<file path="config.mk">
export PLATFORM = sky130hd
export DESIGN_NAME = alu_result_stage
export DESIGN_NICKNAME = d
export VERILOG_FILES = /design/src/rtl/alu_result_stage.sv
export SDC_FILE = /design/constraint.sdc
export NUM_CORES = 1
export LEC_CHECK = 0
export CORE_ASPECT_RATIO = 0.5
export CORE_MARGIN = 4
export CORE_UTILIZATION = 52
export DETAILED_ROUTE_END_ITERATION = 7
export HOLD_SLACK_MARGIN = 0.03
export PLACE_DENSITY = 0.95
export SLEW_MARGIN = 20
export SYNTH_ARGS = -nofsm -noshare
export SYNTH_HDL_FRONTEND = slang
export SYNTH_SLANG_ARGS = --single-unit
</file>
<file path="constraint.sdc">
create_clock -name clk -period 5 [get_ports clk]
set_input_delay 1.5 -clock clk [delete_from_list [all_inputs] [get_ports clk]]
set_output_delay 1.5 -clock clk [all_outputs]
set_load 0.02 [all_outputs]
</file>
<file path="src/rtl/alu_result_stage.sv">
// ALU result stage: 2-entry in-order buffer between the ALU and writeback, retiring flags on pop.
// Optional macro FLAG_BYPASS_EN makes a retiring entry's z/n visible on flag_z/flag_n in the pop cycle.
module alu_result_stage #(
  parameter int DATA_W = 32,
  parameter int RD_W   = 5
) (
  input  logic              clk,
  input  logic              rst_n,
  input  logic              in_valid,
  output logic              in_ready,
  input  logic [DATA_W-1:0] in_result,
  input  logic              in_z,
  input  logic              in_n,
  input  logic [RD_W-1:0]   in_rd,
  input  logic              in_wen,
  input  logic              in_setf,
  input  logic              flush,
  output logic              out_valid,
  input  logic              out_ready,
  output logic [DATA_W-1:0] out_result,
  output logic [RD_W-1:0]   out_rd,
  output logic              out_wen,
  output logic              flag_z,
  output logic              flag_n
);

  logic [DATA_W-1:0] mem_result [2];
  logic [RD_W-1:0]   mem_rd     [2];
  logic              mem_z      [2];
  logic              mem_n      [2];
  logic              mem_wen    [2];
  logic              mem_setf   [2];

  logic [1:0] count;
  logic       wr_ptr;
  logic       rd_ptr;
  logic       flag_z_q;
  logic       flag_n_q;
  logic       push;
  logic       pop;
  logic       retire;

  assign in_ready  = (count != 2'd2);
  assign out_valid = (count != 2'd0);
  assign push      = in_valid && in_ready;
  assign pop       = out_valid && out_ready;
  // A flush in the same cycle cancels the retirement, so flags stay put.
  assign retire    = pop && mem_setf[rd_ptr] && !flush;

  assign out_result = out_valid ? mem_result[rd_ptr] : '0;
  assign out_rd     = out_valid ? mem_rd[rd_ptr]     : '0;
  assign out_wen    = out_valid ? mem_wen[rd_ptr]    : 1'b0;

  // Payload storage needs no reset: out_valid masks anything stale.
  always_ff @(posedge clk) begin
    if (push) begin
      mem_result[wr_ptr] <= in_result;
      mem_rd[wr_ptr]     <= in_rd;
      mem_z[wr_ptr]      <= in_z;
      mem_n[wr_ptr]      <= in_n;
      mem_wen[wr_ptr]    <= in_wen;
      mem_setf[wr_ptr]   <= in_setf;
    end
  end

  always_ff @(posedge clk or negedge rst_n) begin
    if (!rst_n) begin
      count    <= 2'd0;
      wr_ptr   <= 1'b0;
      rd_ptr   <= 1'b0;
      flag_z_q <= 1'b0;
      flag_n_q <= 1'b0;
    end else if (flush) begin
      count  <= 2'd0;
      wr_ptr <= 1'b0;
      rd_ptr <= 1'b0;
    end else begin
      if (push) wr_ptr <= ~wr_ptr;
      if (pop)  rd_ptr <= ~rd_ptr;
      case ({push, pop})
        2'b10:   count <= count + 2'd1;
        2'b01:   count <= count - 2'd1;
        default: count <= count;
      endcase
      if (retire) begin
        flag_z_q <= mem_z[rd_ptr];
        flag_n_q <= mem_n[rd_ptr];
      end
    end
  end

`ifdef FLAG_BYPASS_EN
  assign flag_z = retire ? mem_z[rd_ptr] : flag_z_q;
  assign flag_n = retire ? mem_n[rd_ptr] : flag_n_q;
`else
  assign flag_z = flag_z_q;
  assign flag_n = flag_n_q;
`endif

endmodule

</file>
# Yosys cells after proc, flatten, opt, wreduce, memory -nomap -nowiden
# Memory sizes are Yosys's and may differ from the RTL's. A register that Yosys moved wholly into a read port is not among the register bits.
# Cells that the tools add are included.
dict set report op_classes {
  addsub 2
  eq_ne 3
  n_mux 11
  bitwise 3
  reduce_logical 12
}
# cell n
set op_table {}
lappend op_table {{32-bit 2-to-1 mux} 1}
lappend op_table {{1-bit 2-to-1 mux} 7}
lappend op_table {{2-bit nonzero test} 3}
lappend op_table {{5-bit 2-to-1 mux} 1}
lappend op_table {{1-bit logical AND} 4}
lappend op_table {{2-bit one-hot mux with 2 select lines} 1}
lappend op_table {{1-bit zero test} 3}
lappend op_table {{1-bit NOT} 3}
lappend op_table {{3-bit nonzero test} 1}
lappend op_table {{2-bit by 1-bit adder with 2-bit output, second input constant} 1}
lappend op_table {{2-bit by 1-bit == test with 1-bit output, second input constant} 1}
lappend op_table {{2-bit == test, second input constant} 1}
lappend op_table {{2-bit 2-to-1 mux} 1}
lappend op_table {{2-bit != test, second input constant} 1}
lappend op_table {{2-bit AND reduction} 1}
lappend op_table {{2-bit by 1-bit subtractor with 2-bit output, second input constant} 1}
dict set report word_totals {
  regBits 4
  ramBits 82
  inputBits 46
  out_inout_bits 42
  word_cells 40
  n_memories 6
}
# name depth width read_ports rd_ports_with_merged_regs write_ports line
set memory_table {}
lappend memory_table {mem_result 2 32 1 0 1 27} ;# logic [DATA_W-1:0] mem_result [2];
lappend memory_table {mem_rd 2 5 1 0 1 28} ;# logic [RD_W-1:0] mem_rd [2];
lappend memory_table {mem_n 2 1 1 1 1 30} ;# logic mem_n [2];
lappend memory_table {mem_setf 2 1 1 0 1 32} ;# logic mem_setf [2];
lappend memory_table {mem_wen 2 1 1 0 1 31} ;# logic mem_wen [2];
lappend memory_table {mem_z 2 1 1 1 1 29} ;# logic mem_z [2];

# Longest topological paths before layout
# Gate-level depths: netlist of the first run.
dict set report logic_depth {
  depth_word 5
  depth_mapped 5
  ltp_nobuf 3
}

# Worst setup path before layout of the first run
# Ideal clock, no wire load.
dict set report synth_path {
  path_kind {input to register}
  from {in in_valid}
  to {mem mem_n[1], enable pin}
  setup_time_ns 0.403
  arrival_time_ns 2.788
  required_time_ns 4.597
  setup_slack_ns 1.809
  cell_stages 2
  n_path_buf 1
  path_cell_list {clkbuf_1 > and3_1}
}
dict set report synth_via {
  elab_chain_len 3
}
# element line
set synth_lines {}
lappend synth_lines {{start, declared} 9} ;# input logic in_valid,
lappend synth_lines {{1-bit logical AND} 45} ;# assign push = in_valid && in_ready;
lappend synth_lines {{1-bit 2-to-1 mux} 56} ;# if (push) begin
lappend synth_lines {{1-bit 2-to-1 mux (not written as such)} 60} ;# mem_n[wr_ptr] <= in_n;
lappend synth_lines {{end, declared} 30}
# No other way between the ends.

# Worst setup path after layout of the first run
dict set report layout_path {
  from {reg count[1]}
  to {out out_result[22]}
}
dict set report layout_via {
  elab_chain_len 2
}
# element line
set layout_lines {}
lappend layout_lines {{start, declared} 34} ;# logic [1:0] count;
lappend layout_lines {{start signal, assigned} 81} ;# 2'b10: count <= count + 2'd1;
lappend layout_lines {{start signal, assigned} 82} ;# 2'b01: count <= count - 2'd1;
lappend layout_lines {{start signal, assigned} 83} ;# default: count <= count;
lappend layout_lines {{2-bit nonzero test} 44} ;# assign out_valid = (count != 2'd0);
lappend layout_lines {{32-bit 2-to-1 mux} 50} ;# assign out_result = out_valid ? mem_result[rd_ptr] : '0;
lappend layout_lines {{end, declared} 20} ;# output logic [DATA_W-1:0] out_result,
# No other way between the ends.

==> results.env, run 1 <==
REG2REGPATHDEPTH=4
FRACTION_OF_SYNTHESIS_FLOPS_USING_AN_ASYNCHRONOUS_SET_OR_RESET_PIN_PCT=6.82
CLOCK.FMAX_MHz=262
TIMING.CRITICAL_PATH.CELLS='nor2_4 -> nor2_1 -> clkdlybuf4s50_1'
CLOCK_LATENCY_NS=0.34
NUMBER_OF_ANTENNA_VIOLATIONS_AT_THE_FIRST_CHECK_IN_GLOBAL_ROUTING=0
DRC=0
CLOCK_SKEW_NS=0.00939
VIAS_IN_THE_FIRST_GLOBAL_ROUTE=2169
SYNTHESIS_TO_FINISH_AREA_GROWTH_PCT=35.4
DETAIL-ROUTE-ANTENNA-NETS=0
POST-ROUTE-PERIOD-UTIL_PCT=76.2
CTSHOLDBUFFERS=0
ROUTED_WIRELENGTH_UM=7430
TIMING.CRITICAL_PATH.FANOUT_MAX=39
DIE-AREA_UM2=7990
LAYOUT-DRIVE-GT1-SHARE_PCT=8.78
DR_TOTAL_VIAS=1968
SYNTH_CELL_TYPE_COUNT=22
CRITICAL_PATH_BUF_INV_COUNT=1
DIEWIDTH_UM=122
CRITICAL-PATH-TOP-DELAY-FAMILY='simple AND/OR/NAND/NOR gates'
TOTALNEGATIVESETUPSLACK_NS=0
YOSYS_WARNINGS=0
H-TREE-DEPTH=3
SEQ_AREA_FRAC_SYNTH_PCT=76.7
MAX_STAGE_DELAY_NS=0.72
GRT_USE_MET1_PCT=20.8
CTS.CLK_SLEW.WORST_PATHS_NS=0.06
PLACEMENTROWS=20
REPORT.FINAL.HOLD_VIOL_COUNT=0
RUN_STATUS='finished, final reports clean'
WORSTHOLDPATHTYPE='flip-flop to flip-flop'
SYNTH-EDFF-COUNT=82
STARTING_UTILIZATION_OF_THE_CORE_AREA_PCT=54.9
MAX_SLEW_MARGIN_PCT=34.7
SYNTH_CELLS=201
FINAL_MAX_SLEW_VIOL_COUNT=0
SETUP_VIOL_COUNT_FINAL=0
SYNTH_TOP_FLOP_CELL='sky130_fd_sc_hd__edfxtp_1'
SYNTH.CELL_AREA_UM2=3410
DETAILED_PLACE_HPWL_UM=4590
CRITICAL_PATH_STARTPOINT_CATEGORY='flip-flop'
FINAL_NETS=337
GRT.BUSIEST_LAYER='met2'
CORE_AR_UM2=6210
GLOBAL_ROUTE.USAGE.TOTAL_PCT=19.9
CLOCK_SINK_COUNT=88
NUMBER_OF_REGISTER_BITS_INFERRED_BY_SYNTHESIS=88
DATA_REQUIRED_TIME_OF_THE_WORST_PATH_NS=3.50
DRT-WIRELENGTH-PER-CELL_UM=19.4
DR.FIRST_ITER.DRC_COUNT=87
WORST_PIN_SLEW_NS=0.979
DESIGN.PORTCOUNT=88
SYN-MEAN-INSTANCE-AREA_UM2=16.9
CP-END-KIND='output pin'
GRT_OVERFLOW_TOTAL=0
CTS_MADE_BUFFERS=9
FRACTION_OF_MET3_TRACKS_USED_BY_GLOBAL_ROUTING_PCT=5.25
CRITPATHSLOWESTCELL='sky130_fd_sc_hd__nor2_4'
POST_CTS_BUFFERS=0
DRTPASS1ITERATIONS=4
GRT_START_MAX_NET_PINS=42
WORST_HOLD_SLACK_NS=0.523
CRIT_ARRIVAL_NS=2.31
PLACE.GP.CONGESTION=0.701
GR-USAGE-MET2_PCT=37.9
RSZ0062_AT_GRT='no'
GRT_FIRST_PASS_WIRELENGTH_UM=11500
MAXCAPVIOLCOUNT=0
POWER_DENSITY_nW_PER_UM2=379
VIA_PER_INST=5.13
LEAKAGEPOWER_nW=1.55
FINALWORSTPATHREQUIREDPERIOD_NS=3.81
IR_WORST_VDD_V=0.000200
HOLD_PATH_CELL_CNT=1
CRITICAL_PATH_CELL_COUNT=3
FINAL_CELL_MIX='sky130_fd_sc_hd__clkdlybuf4s50_1 (87), sky130_fd_sc_hd__edfxtp_1 (82), sky130_fd_sc_hd__mux2i_1 (40), sky130_fd_sc_hd__nor2_1 (39), sky130_fd_sc_hd__clkbuf_16 (9)'
BUFFER_PORTS.INSERTED=87
FINAL_COMMON_CELL='sky130_fd_sc_hd__clkdlybuf4s50_1'
POSTSYNTHNETCOUNT=247
TRITONCTS='yes'
CLOCK_PATH_BUFFERS=2
TIMING_WORST_SETUP_PATH_TYPE='flip-flop to output pin'
POST_CTS.RESIZED_INSTANCES=0
DIE-HEIGHT_UM=65.2
DIODES=0
CTS.ROOT.BUFFER_CELL='sky130_fd_sc_hd__clkbuf_16'
## Yosys cell counts, types with 2 or more instances
master,instances,share of area [%]
sky130_fd_sc_hd__a21oi_1,4,0.59
sky130_fd_sc_hd__buf_6,3,0.99
sky130_fd_sc_hd__nand3b_1,2,0.44
sky130_fd_sc_hd__mux2i_1,40,12
sky130_fd_sc_hd__inv_1,3,0.33
sky130_fd_sc_hd__edfxtp_1,82,72
sky130_fd_sc_hd__nor2_1,40,4.4
sky130_fd_sc_hd__mux2_2,4,1.3
sky130_fd_sc_hd__clkbuf_1,3,0.33
sky130_fd_sc_hd__dfrtp_1,6,4.4
sky130_fd_sc_hd__buf_4,3,0.66
## state kept, by name (all words and copies together) (netlist names)
| signal | cells |
|---|---|
| mem_rd | 10 |
| count | 2 |
| mem_z | 2 |
| mem_setf | 2 |
| flag_z | 1 |
| wr_ptr | 1 |
| flag_n | 1 |
| mem_wen | 2 |
| mem_n | 2 |
| rd_ptr | 1 |
| mem_result | 64 |
## worst paths after layout
kind | slack (ns) | end | startpoint
min reg2reg | 0.52 | flag_z | flag_z
max | 1.19 | out_result[22] | count[1]
max in group asynchronous | 3.33 | rd_ptr | rst_n
max reg2reg | 2.45 | mem_result[0][16] | count[0]
min | 0.52 | flag_z | flag_z
min in group asynchronous | 1.41 | rd_ptr | rst_n
## kinds of logic (layout without fill, tap and decap cells)
family / after synthesis / in the layout / synth area share [%]
flip-flops: 88 / 88 / 76.7
AND/OR/NAND/NOR: 47 / 47 / 5.91
multiplexers: 44 / 44 / 13.1
buffers and inverters: 13 / 108 / 2.46
AO/OA/AOI/OAI: 8 / 8 / 1.58
XOR/XNOR: 1 / 1 / 0.257
## per-layer routing
metal  wire length, um  vias up
met3               306       20
li1                  -      930
met5                 0        -
met1              2850      969
met2              4090       49
met4               191        0
## where the power goes
group	switching (mW)	internal (mW)
Sequential	0.0307	0.858
Clock	0.258	0.348
Combinational	0.126	0.128
## per-stage QoR
stage	std cells	power (mW)	cell area (um^2)	setup slack [ns]	util, %
after floorplan	201	1.03	3410	1.81	-
after global placement	368	1.14	4340	1.35	69.9
after detailed placement	368	1.16	4340	1.16	69.9
after CTS	384	1.76	4610	0.960	74.3
after global routing	384	1.81	4610	1.05	74.3
final	384	1.75	4610	1.19	74.3
## final cells by class
| cell class | count | area, um^2 |
|---|---|---|
| clock buffers | 12 | 246 |
| flip-flops and latches | 88 | 2620 |
| inverters | 3 | 11.3 |
| repair buffers | 89 | 886 |
| fillers | 404 | 1600 |
| well taps | 88 | 110 |
| multi-input cells | 100 | 718 |
| clock inverters | 4 | 22.5 |
Note: power is estimated with default switching activity, not from simulation.
==> run 2: changes to the inputs <==
--- a/config.mk
+++ b/config.mk
@@ -7,10 +7,10 @@
 export LEC_CHECK = 0
 export CORE_ASPECT_RATIO = 0.5
 export CORE_MARGIN = 4
-export CORE_UTILIZATION = 52
+export CORE_UTILIZATION = 44
 export DETAILED_ROUTE_END_ITERATION = 7
 export HOLD_SLACK_MARGIN = 0.03
-export PLACE_DENSITY = 0.95
+export PLACE_DENSITY = 0.87
 export SLEW_MARGIN = 20
 export SYNTH_ARGS = -nofsm -noshare
 export SYNTH_HDL_FRONTEND = slang
==> constraint.sdc (replaced) <==
create_clock -name clk -period 3.1 [get_ports clk]
set_input_delay 0.93 -clock clk [delete_from_list [all_inputs] [get_ports clk]]
set_output_delay 0.93 -clock clk [all_outputs]
set_load 0.02 [all_outputs]
==> run 2 against run 1 <==
Effect of this change:
- first-iteration DRC count grew 71%
- global-route usage shrank 4.2 points
- cell area grew 1.6%
- wire length shrank 5.8%
- register-to-register slack lost 0.97 ns
- clock power grew 72%
- highest routed layer unchanged
- worst hold slack gained 0.0075 ns
- flip-flop and latch count is the same
- sequential share of layout area shrank 0.93 points
==> results.env, run 2 (synthesis results as in run 1) <==
CLOCK.FMAX_MHz=339
TIMING.CRITICAL_PATH.CELLS='buf_4 -> mux2i_1 -> nor2_1 -> clkdlybuf4s50_1'
DRT-WIRELENGTH-PER-CELL_UM=17.6
BUFFER_PORTS.INSERTED=87
POWER_DENSITY_nW_PER_UM2=617
CTS.ROOT.BUFFER_CELL='sky130_fd_sc_hd__clkbuf_16'
DIEWIDTH_UM=132
FINALWORSTPATHREQUIREDPERIOD_NS=2.95
PLACEMENT.CELL_AREA_UM2=4390
POWER_mW=2.89
CLOCK_SINK_COUNT=88
GLOBAL_ROUTE.USAGE.TOTAL_PCT=15.7
POST_CTS.RESIZED_INSTANCES=0
CTSHOLDBUFFERS=0
FINAL_CELL_MIX='sky130_fd_sc_hd__clkdlybuf4s50_1 (87), sky130_fd_sc_hd__edfxtp_1 (82), sky130_fd_sc_hd__mux2i_1 (40), sky130_fd_sc_hd__nor2_1 (39), sky130_fd_sc_hd__clkbuf_16 (9)'
RUN_STATUS='finished, final reports clean'
FINAL_NETS=342
CLOCK_SKEW_NS=0.00577
MAXCAPVIOLCOUNT=0
GRT_FIRST_PASS_WIRELENGTH_UM=10900
DESIGN.PORTCOUNT=88
POST_CTS_BUFFERS=0
GRT_OVERFLOW_TOTAL=0
FIN_CELLS=397
FINAL_COMMON_CELL='sky130_fd_sc_hd__clkdlybuf4s50_1'
CRITICAL_PATH_BUF_INV_COUNT=2
ROUTED_WIRELENGTH_UM=7000
MAX_SLEW_MARGIN_PCT=73.0
VIAS_IN_THE_FIRST_GLOBAL_ROUTE=2112
PLACE.DETAILED.INSTANCES=381
TOP_FLOP_REGS='mem_result x64, mem_rd x10'
PLACEMENTROWS=22
REGMOSTFLOPS='mem_result'
DRC=0
WORSTHOLDPATHTYPE='flip-flop to flip-flop'
MULTI_INPUT_AREA_UM2=713
TRITONCTS='yes'
IR_WORST_VDD_V=0.000299
WORST_PIN_SLEW_NS=0.405
POST-ROUTE-PERIOD-UTIL_PCT=95.1
CTS_MADE_BUFFERS=9
CRITICAL_PATH_STARTPOINT_CATEGORY='flip-flop'
REPORT.FINAL.HOLD_VIOL_COUNT=0
SETUP_VIOL_COUNT_FINAL=0
LAYOUT.FILLER_CELLS=519
MAX_STAGE_DELAY_NS=0.66
DATA_REQUIRED_TIME_OF_THE_WORST_PATH_NS=2.17
FINAL_AREA_UM2=4680
CORE_AR_UM2=7430
TOTALNEGATIVESETUPSLACK_NS=0
DRTPASS1ITERATIONS=4
DETAILED_PLACE_HPWL_UM=4650
DIE-AREA_UM2=9300
DIE-HEIGHT_UM=70.2
GRT_USE_MET1_PCT=16.6
MAX_REG_FLOPS=64
VIA_PER_INST=4.98
H-TREE-DEPTH=3
DETAIL-ROUTE-ANTENNA-NETS=0
SYNTHESIS_TO_FINISH_AREA_GROWTH_PCT=37.5
FINAL_MAX_SLEW_VIOL_COUNT=0
CLOCK_LATENCY_NS=0.34
TIMING_WORST_SETUP_PATH_TYPE='flip-flop to output pin'
DR_TOTAL_VIAS=1976
CP-END-KIND='output pin'
CTS.CLK_SLEW.WORST_PATHS_NS=0.06
DR.FIRST_ITER.DRC_COUNT=149
GRT.BUSIEST_LAYER='met2'
FF_LATCH_AREA_UM2=2610
NUMBER_OF_ANTENNA_VIOLATIONS_AT_THE_FIRST_CHECK_IN_GLOBAL_ROUTING=0
LAYOUT-DRIVE-GT1-SHARE_PCT=10.3
DIODES=0
PLACE.GP.CONGESTION=0.688
CLOCK_PATH_BUFFERS=2
GR-USAGE-MET2_PCT=28.9
CRITICAL-PATH-TOP-DELAY-FAMILY='buffers and inverters'
FRACTION_OF_MET3_TRACKS_USED_BY_GLOBAL_ROUTING_PCT=5.61
CRITPATHSLOWESTCELL='sky130_fd_sc_hd__clkdlybuf4s50_1'
LEAKAGEPOWER_nW=1.59
GRT_START_MAX_NET_PINS=42
STARTING_UTILIZATION_OF_THE_CORE_AREA_PCT=45.8
TIMING.CRITICAL_PATH.FANOUT_MAX=24
CRIT_ARRIVAL_NS=2.02
RSZ0062_AT_GRT='no'
## run 2: where the power goes
part / internal [mW] / switching [mW]
sequential: 1.38 / 0.0248
combinational: 0.214 / 0.225
clock: 0.619 / 0.422
total: 2.22 / 0.672
## run 2: stage by stage
stage,setup WS [ns],hold WS (ns),utilization [%]
floorplan,0.479,0.525,-
detailed placement,0.539,0.511,59.1
CTS,0.149,0.530,63.0
global route,0.0757,0.549,63.0
finish,0.151,0.530,63.0
global placement,0.593,0.492,59.1
## run 2: layout make-up
cell class              count  share of cell area, %
flip-flops and latches     88                   55.8
repair buffers             94                   20.0
multi-input cells         100                   15.2
clock buffers              10                   4.89
well taps                  96                   2.56
clock inverters             6                   1.28
inverters                   3                  0.240
## run 2: final timing paths
kind,endpoint,depth (start not counted),from,slack (ns)
setup / recovery,out_result[25],4,rd_ptr,0.15
hold / removal,flag_z,1,flag_z,0.53
max in group asynchronous,rd_ptr,1,rst_n,2.00
setup reg to reg,mem_result[0][29],4,count[0],1.48
hold reg to reg,flag_z,1,flag_z,0.53
min in group asynchronous,flag_z,1,rst_n,0.84
## run 2: routing by layer
layer  part of all wire (%)  up-vias
met4                    1.2        0
met1                     39      985
met5                      0        -
li1                       -      937
met3                    3.9       10
met2                     56       44
## run 2: worst reg2reg max path, stage by stage (launching register included)
cell and delay (ns):
sky130_fd_sc_hd__dfrtp_1 0.46, sky130_fd_sc_hd__nand2b_1 0.24, sky130_fd_sc_hd__nand3b_1 0.16, sky130_fd_sc_hd__inv_1 0.12, sky130_fd_sc_hd__buf_4 0.31
